File: config.mk
export PLATFORM = sky130hd
export DESIGN_NAME = pri_arb_n
export DESIGN_NICKNAME = d
export VERILOG_FILES = /design/src/rtl/pri_arb_n.sv
export SDC_FILE = /design/constraint.sdc
export NUM_CORES = 1
export LEC_CHECK = 0
export BUFFER_PORTS_ARGS = -buffer_cell sky130_fd_sc_hd__buf_2
export CELL_PAD_IN_SITES_DETAIL_PLACEMENT = 1
export CELL_PAD_IN_SITES_GLOBAL_PLACEMENT = 1
export CORE_AREA = 5 5 42 44
export CTS_BUF_LIST = sky130_fd_sc_hd__clkbuf_8 sky130_fd_sc_hd__clkbuf_16
export DETAILED_ROUTE_END_ITERATION = 8
export DIE_AREA = 0 0 47 49
export PLACE_DENSITY_LB_ADDON = 0.1
export RECOVER_POWER = 25
export SLEW_MARGIN = 10
export SYNTH_ARGS = -nofsm -noshare
export SYNTH_HDL_FRONTEND = slang
export SYNTH_SLANG_ARGS = --single-unit
File: constraint.sdc
create_clock -name clk -period 2.1 [get_ports clk]
set_input_delay 0.42 -clock clk [delete_from_list [all_inputs] [get_ports clk]]
set_output_delay 0.42 -clock clk [all_outputs]
set_load 0.03 [all_outputs]
File: src/rtl/pri_arb_n.sv
// N-way priority arbiter (fixed or round-robin) with registered one-hot grant held until done.
// Latency: 1 edge from req or done to grant. No backpressure: owner holds the resource until done.
module pri_arb_n #(
    parameter int N     = 4,
    parameter int IDX_W = 2,
    parameter bit RR    = 1'b0
) (
    input  logic             clk,
    input  logic             rst,
    input  logic [N-1:0]     req,
    input  logic             done,
    output logic [N-1:0]     grant,
    output logic [IDX_W-1:0] grant_idx,
    output logic             valid
);

    typedef enum logic {
        IDLE,
        OWNED
    } state_t;

    state_t           state, state_nxt;
    logic [IDX_W-1:0] last, last_nxt;
    logic [IDX_W-1:0] search_base;
    logic [IDX_W-1:0] win_idx;
    logic             win_any;
    logic [N-1:0]     grant_nxt;
    logic [IDX_W-1:0] grant_idx_nxt;
    logic             valid_nxt;

    // Fixed mode is the round-robin search anchored at 0: order N-1 down to 0.
    assign search_base = RR ? last : '0;

    // Walk from the lowest-priority offset to the highest so the last hit wins.
    always_comb begin
        win_idx = '0;
        win_any = 1'b0;
        for (int off = N; off >= 1; off--) begin
            int cand;
            cand = int'(search_base) + N - off;
            if (cand >= N) begin
                cand = cand - N;
            end
            if (req[IDX_W'(cand)]) begin
                win_any = 1'b1;
                win_idx = IDX_W'(cand);
            end
        end
    end

    always_comb begin
        state_nxt     = state;
        grant_nxt     = grant;
        grant_idx_nxt = grant_idx;
        valid_nxt     = valid;
        last_nxt      = last;
        if (state == IDLE || done) begin
            if (win_any) begin
                state_nxt          = OWNED;
                grant_nxt          = '0;
                grant_nxt[win_idx] = 1'b1;
                grant_idx_nxt      = win_idx;
                valid_nxt          = 1'b1;
                last_nxt           = win_idx;
            end else begin
                state_nxt     = IDLE;
                grant_nxt     = '0;
                grant_idx_nxt = '0;
                valid_nxt     = 1'b0;
            end
        end
    end

    always_ff @(posedge clk) begin
        if (rst) begin
            state     <= IDLE;
            grant     <= '0;
            grant_idx <= '0;
            valid     <= 1'b0;
            last      <= '0;
        end else begin
            state     <= state_nxt;
            grant     <= grant_nxt;
            grant_idx <= grant_idx_nxt;
            valid     <= valid_nxt;
            last      <= last_nxt;
        end
    end

endmodule

==> impl_metrics.env <==
export IMPL_outcome="complete, no violations"
export IMPL_wl_per_cell_microns=8.00
export IMPL_power_density_mw_per_mm2=1130
export IMPL_n_antenna_cell=0
export IMPL_cp_cell_sequence="buf_2"
export IMPL_ctsHoldBuffers=0
export IMPL_holdPathEnd="valid"
export IMPL_multi_input_area_sq_um=62.6
export IMPL_r2r_start="valid"
export IMPL_place_ws_ns=1.11
export IMPL_path_delay_family="flip-flops"
export IMPL_comb_power_share=0.130
export IMPL_synth_ff_type="dfxtp_1"
export IMPL_die_area_sq_mm=0.00230
export IMPL_crit_path_top_delay_cell="dfxtp_1"
export IMPL_skew_ns=0.00229
export IMPL_rsz0062_at_grt="false"
export IMPL_synthArstFlopShare=0
export IMPL_yosys_warnings=0
export IMPL_whs_ns=0.397
export IMPL_core_sq_mm=0.00140
export IMPL_cts_root_buf="clkbuf_8"
export IMPL_cap_violations=0
export IMPL_drcViolationCount=0
export IMPL_start_util=0.107
export IMPL_dp_hpwl_microns=282
export IMPL_rr_endpoint="grant[0]"
export IMPL_drtIter0Drc=0
export IMPL_seq_area_frac_synth=0.400
export IMPL_die_w_microns=47
export IMPL_hp_start="rst"
export IMPL_crit_fanout=2
export IMPL_cp_arrival_ns=0.75
export IMPL_antenna_found_initial=0
export IMPL_cts_tree="done"
export IMPL_startpoint_type="register"
export IMPL_setup_ws_ns=0.935
export IMPL_finalMaxSlewViolations=0
export IMPL_critPathMaxStageDelay_ns=0.33
export IMPL_holdPathStages=2
export IMPL_clockPowerShare=0.626
export IMPL_synth_top_area_share=0.400
export IMPL_clk_latency_ns=0.21
export IMPL_clk_path_buf_depth=2
export IMPL_peakVddDrop_uv=489
export IMPL_critPathRequiredTime_ns=1.68
export IMPL_setup_viol_count_final=0
export IMPL_synth_edf_count=0
export IMPL_gp_congestion=0.604
export IMPL_cts_clk_slew_worst_paths_ns=0.03
export IMPL_area_growth_pct=51.7
export IMPL_p_total_mw=0.257
export IMPL_ant_nets=0
export IMPL_yosysMostFrequentCell="buf_4"
export IMPL_fin_crit_sh=0.555
export IMPL_synthCells=16
export IMPL_reg2reg_slack_ns=1.35
export IMPL_synth_top_cell_by_area="dfxtp_1"
export IMPL_numPortBuffers=8
export IMPL_nets=34
export IMPL_htree_num_levels=1
export IMPL_criticalPathCategory="reg2out"
export IMPL_postCtsSetupBuffers=0
export IMPL_grt_pass1_wl_microns=517
export IMPL_grt_max_degree=4
export IMPL_die_y_microns=49
export IMPL_switching_power_mw=0.0618
export IMPL_fmax_mhz=858
export IMPL_hold_viol=0
export IMPL_timing_setup_tns_ns=0
export IMPL_vias=130
export IMPL_first_global_vias=142
export IMPL_drive_gt1_frac=0.462
export IMPL_gr_usage_all_layers=0.0373
export IMPL_cts_sinks=3
export IMPL_netlist_area_sq_um=150
export IMPL_drt_first_pass_iters=1
export IMPL_wirelength_microns=336
export IMPL_num_rows=14
export IMPL_pin_count=14
export IMPL_synth_seq_cells=3
export IMPL_synthTopCellsByArea="dfxtp_1, buf_4, mux2i_1, nand2b_4, nor2_1"
export IMPL_grt_overflow=0
export IMPL_synth_cell_type_count=8
export IMPL_seqPwrFrac=0.245
export IMPL_critPathCaptureType="output pin"
export IMPL_leakage_nw=0.125
export IMPL_cts_resized_gates=0
export IMPL_avgSynthCellArea_sq_um=9.38
export IMPL_viasPerCell=3.10
export IMPL_tritoncts_num_buffers=3
export IMPL_switching_share=0.240
export IMPL_seq_area_sq_um=60.1
export IMPL_hp_class="in2reg"
export IMPL_netlist_top_cells_count="buf_4, dfxtp_1, nor2_1, mux2i_1"
export IMPL_reg2reg_depth=3
export IMPL_critPathBufInv=1
export IMPL_n_fill_cell=174
export IMPL_fin_crit_ns=1.17
export IMPL_cellInternalPower_mw=0.195
## placed cells by master, fill, tap and decap left out
cell | netlist | routed
conb_1 | 1 | 3
mux2i_1 | 2 | 2
nor2_1 | 3 | 3
clkbuf_8 | 0 | 3
dfxtp_1 | 3 | 3
nor2b_1 | 1 | 1
nand2b_2 | 0 | 1
buf_2 | 0 | 8
inv_1 | 0 | 1
a21oi_1 | 1 | 1
## registers in the layout, indices dropped and copies added (netlist names)
register / cells
valid: 1
grant: 1
grant_idx: 1
## how the worst max path moves through the flow
| stage | startpoint | to | slack (ns) | cells after the start |
|---|---|---|---|---|
| after floorplan | grant_idx[0] | grant_idx[0] | 0.96 | 1 |
| after global placement | done | grant[0] | 1.11 | 4 |
| after detailed placement | valid | valid | 1.11 | 1 |
| after CTS | valid | valid | 0.88 | 1 |
| after global routing | grant_idx[0] | grant[1] | 0.90 | 1 |
| final | valid | valid | 0.93 | 1 |
## routing by layer
metal,wire length [microns],global-route usage,share of wire
met1,114,0.0286,0.34
met2,160,0.0430,0.48
met3,61,0.0554,0.18
met4,0,0.0276,0
met5,0,0,0
## power groups by stage
stage	combinational (mW)	clock, mW	sequential (mW)
after floorplan	0.0230	0	0.0713
after global placement	0.0349	0	0.0642
after detailed placement	0.0347	0	0.0644
after CTS	0.0347	0.169	0.0636
after global routing	0.0359	0.176	0.0633
final	0.0333	0.161	0.0629
## worst register-to-register path, cell delays in order, from the launching register on
cell and delay [ns]:
dfxtp_1 0.30, nand2b_2 0.10, mux2i_1 0.19, nor2_1 0.05
## kinds of logic after synthesis
kind of cell / after synthesis / synth area share
AO/OA/AOI/OAI: 1 / 0.0333
buffers and inverters: 4 / 0.200
flip-flops: 3 / 0.400
multiplexers: 2 / 0.133
other: 1 / 0.0250
AND/OR/NAND/NOR: 5 / 0.208
## cell type report
class / instances / share of cell area
Multi-Input combinational cell: 11 / 0.275
Sequential cell: 3 / 0.264
Clock buffer: 3 / 0.181
Timing Repair Buffer: 8 / 0.176
Tap cell: 16 / 0.0879
Clock inverter: 1 / 0.0165
## per-stage QoR
step	area (sq um)	utilization	instances
finish	228	0.163	42
global route	228	0.163	42
CTS	233	0.166	42
detailed placement	188	0.134	38
global placement	188	0.134	38
floorplan	158	-	18
No activity file was read; power rests on OpenSTA's default activity.
